--- src/rtl/key_debounce_scheduler_pkg.sv ---
// Shared definitions for the key debounce blocks:
// FSM state encodings and the default debounce window.
package key_debounce_scheduler_pkg;

    localparam logic [1:0] ST_IDLE  = 2'd0;
    localparam logic [1:0] ST_COUNT = 2'd1;
    localparam logic [1:0] ST_CHECK = 2'd2;

    localparam int DEF_DEBOUNCE_CYCLES = 1000;

endpackage

--- src/rtl/key_debounce_scheduler_rr_arbiter.sv ---
// Round-robin picker: lowest requesting index at or
// above ptr, wrapping around. Purely combinational.
module rr_arbiter #(
    parameter int N    = 4,
    parameter int ID_W = 2
) (
    input  logic [N-1:0]    req,
    input  logic [ID_W-1:0] ptr,
    output logic [ID_W-1:0] gnt_id,
    output logic            any_req
);

    logic [ID_W-1:0] w_idx;

    // Scan from the farthest offset down so the nearest one wins
    always_comb begin
        gnt_id = '0;
        w_idx  = '0;
        for (int i = N - 1; i >= 0; i--) begin
            w_idx = ID_W'((int'(ptr) + i) % N);
            if (req[w_idx]) begin
                gnt_id = w_idx;
            end
        end
    end

    assign any_req = |req;

endmodule

--- src/rtl/key_debounce_scheduler.sv ---
// Debounces N active-low keys with one shared timer,
// handed out round-robin; emits one pulse per accepted press.
module key_debounce_scheduler
    import key_debounce_scheduler_pkg::*;
#(
    parameter int N_KEYS          = 4,
    parameter int DEBOUNCE_CYCLES = DEF_DEBOUNCE_CYCLES,
    parameter int CNT_W           = 20,
    parameter int ID_W            = 2
) (
    input  logic              clk,
    input  logic              rst,
    input  logic [N_KEYS-1:0] key_in,
    output logic [N_KEYS-1:0] key_pulse,
    output logic              event_valid,
    output logic [ID_W-1:0]   event_id,
    output logic              busy
);

    localparam logic [CNT_W-1:0] TMR_LAST = CNT_W'(DEBOUNCE_CYCLES - 1);

    logic [N_KEYS-1:0] r_s0;
    logic [N_KEYS-1:0] r_s1;
    logic [N_KEYS-1:0] r_s2;
    logic [N_KEYS-1:0] r_pend;
    logic [ID_W-1:0]   r_ptr;
    logic [ID_W-1:0]   r_gnt;
    logic [CNT_W-1:0]  r_timer;
    logic [1:0]        r_state;
    logic [N_KEYS-1:0] r_pulse;
    logic              r_evalid;
    logic [ID_W-1:0]   r_eid;

    logic [N_KEYS-1:0] w_fall;
    logic [N_KEYS-1:0] w_clr;
    logic [N_KEYS-1:0] w_pend_nxt;
    logic [ID_W-1:0]   w_gnt;
    logic [ID_W-1:0]   w_ptr_nxt;
    logic              w_any;
    logic              w_bounce;

    assign w_fall    = r_s2 & ~r_s1;
    assign w_bounce  = (r_state == ST_COUNT) && w_fall[r_gnt];
    assign w_ptr_nxt = (r_gnt == ID_W'(N_KEYS - 1))
                     ? '0 : r_gnt + ID_W'(1);

    rr_arbiter #(
        .N    (N_KEYS),
        .ID_W (ID_W)
    ) u_arb (
        .req     (r_pend),
        .ptr     (r_ptr),
        .gnt_id  (w_gnt),
        .any_req (w_any)
    );

    // Two-stage synchroniser plus a delayed copy for edge detect
    always_ff @(posedge clk or posedge rst) begin
        if (rst) begin
            r_s0 <= '1;
            r_s1 <= '1;
            r_s2 <= '1;
        end else begin
            r_s0 <= key_in;
            r_s1 <= r_s0;
            r_s2 <= r_s1;
        end
    end

    // Granted key drops its request; a bounce on the owner is not
    // a new request, it only restarts the window
    always_comb begin
        w_clr = '0;
        if (r_state == ST_IDLE && w_any) begin
            w_clr[w_gnt] = 1'b1;
        end
        if (r_state == ST_COUNT) begin
            w_clr[r_gnt] = 1'b1;
        end
        w_pend_nxt = (r_pend | w_fall) & ~w_clr;
    end

    // Request latch: falls set, grants clear, repeats are absorbed
    always_ff @(posedge clk or posedge rst) begin
        if (rst) begin
            r_pend <= '0;
        end else begin
            r_pend <= w_pend_nxt;
        end
    end

    // Shared timer ownership: grant, count window, final level check
    always_ff @(posedge clk or posedge rst) begin
        if (rst) begin
            r_state <= ST_IDLE;
            r_timer <= '0;
            r_gnt   <= '0;
            r_ptr   <= '0;
        end else begin
            case (r_state)
                ST_IDLE: begin
                    if (w_any) begin
                        r_gnt   <= w_gnt;
                        r_timer <= '0;
                        r_state <= ST_COUNT;
                    end
                end
                ST_COUNT: begin
                    if (w_bounce) begin
                        r_timer <= '0;
                    end else if (r_timer == TMR_LAST) begin
                        r_state <= ST_CHECK;
                    end else begin
                        r_timer <= r_timer + CNT_W'(1);
                    end
                end
                ST_CHECK: begin
                    r_ptr   <= w_ptr_nxt;
                    r_state <= ST_IDLE;
                end
                default: begin
                    r_state <= ST_IDLE;
                end
            endcase
        end
    end

    // Registered one-cycle event when the owner is still pressed
    always_ff @(posedge clk or posedge rst) begin
        if (rst) begin
            r_pulse  <= '0;
            r_evalid <= 1'b0;
            r_eid    <= '0;
        end else begin
            r_pulse  <= '0;
            r_evalid <= 1'b0;
            r_eid    <= '0;
            if (r_state == ST_CHECK && !r_s1[r_gnt]) begin
                r_pulse  <= N_KEYS'(1) << r_gnt;
                r_evalid <= 1'b1;
                r_eid    <= r_gnt;
            end
        end
    end

    assign key_pulse   = r_pulse;
    assign event_valid = r_evalid;
    assign event_id    = r_eid;
    assign busy        = (r_state == ST_COUNT) || (r_state == ST_CHECK);

endmodule

--- config.mk ---
export PLATFORM = sky130hd
export DESIGN_NAME = key_debounce_scheduler
export DESIGN_NICKNAME = d
export VERILOG_FILES = /design/src/rtl/key_debounce_scheduler_pkg.sv /design/src/rtl/key_debounce_scheduler_rr_arbiter.sv /design/src/rtl/key_debounce_scheduler.sv
export SDC_FILE = /design/constraint.sdc
export NUM_CORES = 1
export LEC_CHECK = 0
export ABC_CLOCK_PERIOD_IN_PS = 3000
export CAP_MARGIN = 25
export CELL_PAD_IN_SITES_DETAIL_PLACEMENT = 0
export CELL_PAD_IN_SITES_GLOBAL_PLACEMENT = 1
export CORE_MARGIN = 2
export CORE_UTILIZATION = 39
export CTS_CLUSTER_SIZE = 28
export DETAILED_ROUTE_END_ITERATION = 6
export PLACE_DENSITY = 0.66
export SKIP_LAST_GASP = 1
export SLEW_MARGIN = 20
export SYNTH_ARGS = -nofsm -noshare
export SYNTH_HDL_FRONTEND = slang
export SYNTH_HIERARCHICAL = 1
export SYNTH_SLANG_ARGS = --single-unit
--- constraint.sdc ---
create_clock -name clk -period 3 [get_ports clk]
set_input_delay 0.9 -clock clk [delete_from_list [all_inputs] [get_ports clk]]
set_output_delay 0.9 -clock clk [all_outputs]
set_load 0.02 [all_outputs]
==> qor.csv, run 1 <==
metric;value;unit
run_status;completed;
num-fill-cells;575;
synthMostInstantiatedCell;sky130_fd_sc_hd__dfrtp_1;
synth_sequential_area_ratio;50.6;%
hold_viol_final;0;
min_path_type;reg2reg;
final_util;46.7;%
sink_count_of_the_clock_tree;49;
port_buffers;13;
grt_start_max_net_pins;27;
critical_path_peak_fanout;4;
worst_r2r_startpoint;r_timer[11]$_DFFE_PP0P_;
clockPowerShare;23.4;%
tightestPinTransition;0.885;ns
post_route_cells_drive_above_1_share;12.9;%
final_net_count;270;
synth_ff_type;sky130_fd_sc_hd__dfrtp_1;
fin_ws;0.436;ns
worstRegToRegCells;6;
synth_cell_types;46;
cts_tree;yes;
grt_overflow_total;0;
area_share_of_the_largest_cell_type_after_synthesis;37.7;%
total_power;1.97;mW
vias;1788;
yosys.area.top_type;sky130_fd_sc_hd__dfrtp_1;
clock_latency;0.31;ns
design.die.area;6940;um^2
multi_input_gate_area;1120;um^2
worst_setup_path_endpoint;busy;
setup_violations;0;
hold_slack;0.360;ns
post-route-min-period;2.56;ns
core;5990;um^2
layout-area-overhead-vs-synth;13.9;%
hold_path_startpoint;r_s0[1]$_DFF_PP1_;
setup.reg_to_reg.worst_slack;0.60;ns
timing.critical_path.arrival;1.66;ns
netlist_area;2450;um^2
fmaxAchievable;390;MHz
internal_power;1.22;mW
synth.area.top_cells;sky130_fd_sc_hd__dfrtp_1 (38%), sky130_fd_sc_hd__dfstp_2 (13%), sky130_fd_sc_hd__ha_1 (4.6%);
synth_cells;238;
finalMaxSlewViolations;0;
die_width;83.3;um
cp-start-kind;register;
ios;14;
cts_inserted_buffers;5;
post_cts_resize_count;0;
switching_power;754;uW
routed_via_density;5.40;
post-route-drc-count;0;
postSynthAreaPerCell;10.3;um^2
cp_required;2.10;ns
worst_slew_margin_rel;40.4;%
r2r_end;r_timer[19]$_DFFE_PP0P_;
critical_path.cell_chain;inv_1, ha_1, clkdlybuf4s50_1;
max_cap_viol_count;0;
floorplan.initialDensity;41.0;%
dp_worst_setup_slack;0.622;ns
wl_per_cell;15.6;um
layout_worst_path_cycle_share;85.5;%
seqPwrFrac;41.9;%
critPathMaxStageDelay;0.59;ns
yosys-top-cells-count;sky130_fd_sc_hd__dfrtp_1 (37), sky130_fd_sc_hd__nand2_1 (24), sky130_fd_sc_hd__nand3_1 (16);
dpl.hpwl;3.68;mm
antenna_cells_inserted;0;
wl;5.18;mm
drt_iter0_markers;94;
final.setup.tns;0;ns
crit_path_category;reg2out;
ys_async_sr_fraction;100;%
routabilityCongestion;0.764;
cpMaxStageDelayCell;sky130_fd_sc_hd__clkdlybuf4s50_1;
clk_pin_slew_worst_paths;0.09;ns
die_h;83.3;um
global_route_wire_length_before_repair;9.00;mm
combinationalPowerShare;34.8;%
rows;28;
synth-warning-count;6;
initial_antenna_violation_count;0;
post-cts-setup-buffers;0;
drtAntennaViolNets;0;
deepest_clock_path_buffer_count;2;
cts.hold.buffers_added;0;
htree_num_levels;2;
grt_usage;16.0;%
synth_edf_count;0;
postSynthRegisterBits;49;
power.switching_fraction;38.2;%
endpoint_kind;primary output;
leakage;1.18;nW
cell_pwr_density;706;nW/um^2
dr.pass1.iters;4;
root_buffer;sky130_fd_sc_hd__clkbuf_8;
seqCellArea;1240;um^2
rsz_0062_raised_after_global_routing;no;
clock-skew-final;0.00954;ns
first_global_vias;1771;
irDropWorstVdd;0.300;mV
postSynthNetCount;253;
setup.worst_path.start;r_state[0]$_DFFE_PP0P_;
-- flip-flops by register name, summed over array words and instances, names as in the netlist --
name	cells
r_ptr	2
r_s1	4
r_pend	4
event_id	2
r_state	2
r_s0	4
r_s2	4
key_pulse	4
r_timer	20
event_valid	1
r_gnt	2
-- cell type report --
type                       instances  area share, %
clock inverter                     2          0.627
clock buffer                       6           3.36
multi-input combinational        168           40.2
sequential                        49           44.4
inverter                          14           1.88
timing repair buffer              17           6.18
tap                               75           3.36
-- layer usage --
metal / track usage, % / up-vias / wire length (um)
met4: 4.47 / 0 / 65
met2: 23.5 / 12 / 2230
li1: - / 914 / -
met1: 23.8 / 856 / 2780
met3: 3.28 / 6 / 99
met5: 0 / - / 0
-- metrics by stage --
stage               cells  area, um^2
floorplan             238        2450
global placement      323        2680
detailed placement    323        2680
CTS                   331        2800
global route          331        2800
finish                331        2800
-- worst min-delay path by stage --
stage	end	slack (ns)	cells after the start
2_1_floorplan	r_s1[0]$_DFF_PP1_	0.35	0
3_3_place_gp	r_s1[2]$_DFF_PP1_	0.35	0
3_5_place_dp	r_s1[1]$_DFF_PP1_	0.35	0
4_1_cts	r_s1[1]$_DFF_PP1_	0.36	0
5_1_grt	r_s1[0]$_DFF_PP1_	0.37	0
6_report	r_s1[1]$_DFF_PP1_	0.36	0
-- power by group through the flow --
stage | sequential, mW | combinational, mW | clock (mW)
6_report | 0.826 | 0.686 | 0.461
5_1_grt | 0.837 | 0.767 | 0.504
4_1_cts | 0.824 | 0.690 | 0.480
3_5_place_dp | 0.836 | 0.683 | 0
3_3_place_gp | 0.836 | 0.691 | 0
2_1_floorplan | 0.801 | 0.514 | 0
-- cells in the final DEF (no fill, tap or decap), types with 3 or more instances in the layout --
cell type	instances
sky130_fd_sc_hd__nor2b_1	6
sky130_fd_sc_hd__nand3_1	16
sky130_fd_sc_hd__and3_1	4
sky130_fd_sc_hd__dfrtp_1	37
sky130_fd_sc_hd__nor3_1	4
sky130_fd_sc_hd__nor2_1	15
sky130_fd_sc_hd__and4_1	4
sky130_fd_sc_hd__nand2b_1	5
sky130_fd_sc_hd__nand2_1	24
sky130_fd_sc_hd__inv_1	13
sky130_fd_sc_hd__and2_1	7
sky130_fd_sc_hd__buf_4	3
sky130_fd_sc_hd__a31oi_1	5
sky130_fd_sc_hd__mux2i_1	5
sky130_fd_sc_hd__nor4_1	5
sky130_fd_sc_hd__ha_1	9
sky130_fd_sc_hd__clkbuf_8	5
sky130_fd_sc_hd__o21ai_0	6
sky130_fd_sc_hd__dfstp_2	12
sky130_fd_sc_hd__nand4_1	8
sky130_fd_sc_hd__a22o_1	5
sky130_fd_sc_hd__mux2_2	3
sky130_fd_sc_hd__a41oi_1	4
sky130_fd_sc_hd__o221ai_1	7
sky130_fd_sc_hd__clkdlybuf4s50_1	13
-- worst max-delay path, delay by kind of cell, from the launching register on --
kind                     cells  cell delay (ns)
adder cells (fa/ha/maj)      1             0.28
flip-flops                   1             0.40
buffers and inverters        2             0.69
-- cells by family after synthesis --
family / count (synthesis) / synth area share, %
compound gates: 44 / 13.8
fa+ha+maj: 9 / 4.59
flops: 49 / 50.6
mux: 9 / 4.33
xor+xnor: 1 / 0.357
buf+inv: 21 / 3.67
simple gates: 105 / 22.7
Note: power is estimated with default switching activity, not from simulation.
==> run 2: changes to the inputs <==
--- a/config.mk
+++ b/config.mk
@@ -11,6 +11,7 @@
 export CELL_PAD_IN_SITES_GLOBAL_PLACEMENT = 1
 export CORE_MARGIN = 2
 export CORE_UTILIZATION = 39
+export CTS_CLUSTER_DIAMETER = 50
 export CTS_CLUSTER_SIZE = 28
 export DETAILED_ROUTE_END_ITERATION = 6
 export PLACE_DENSITY = 0.66
==> results of run 2 <==
The final DEF is identical to that of run 1; final timing and power are the same.
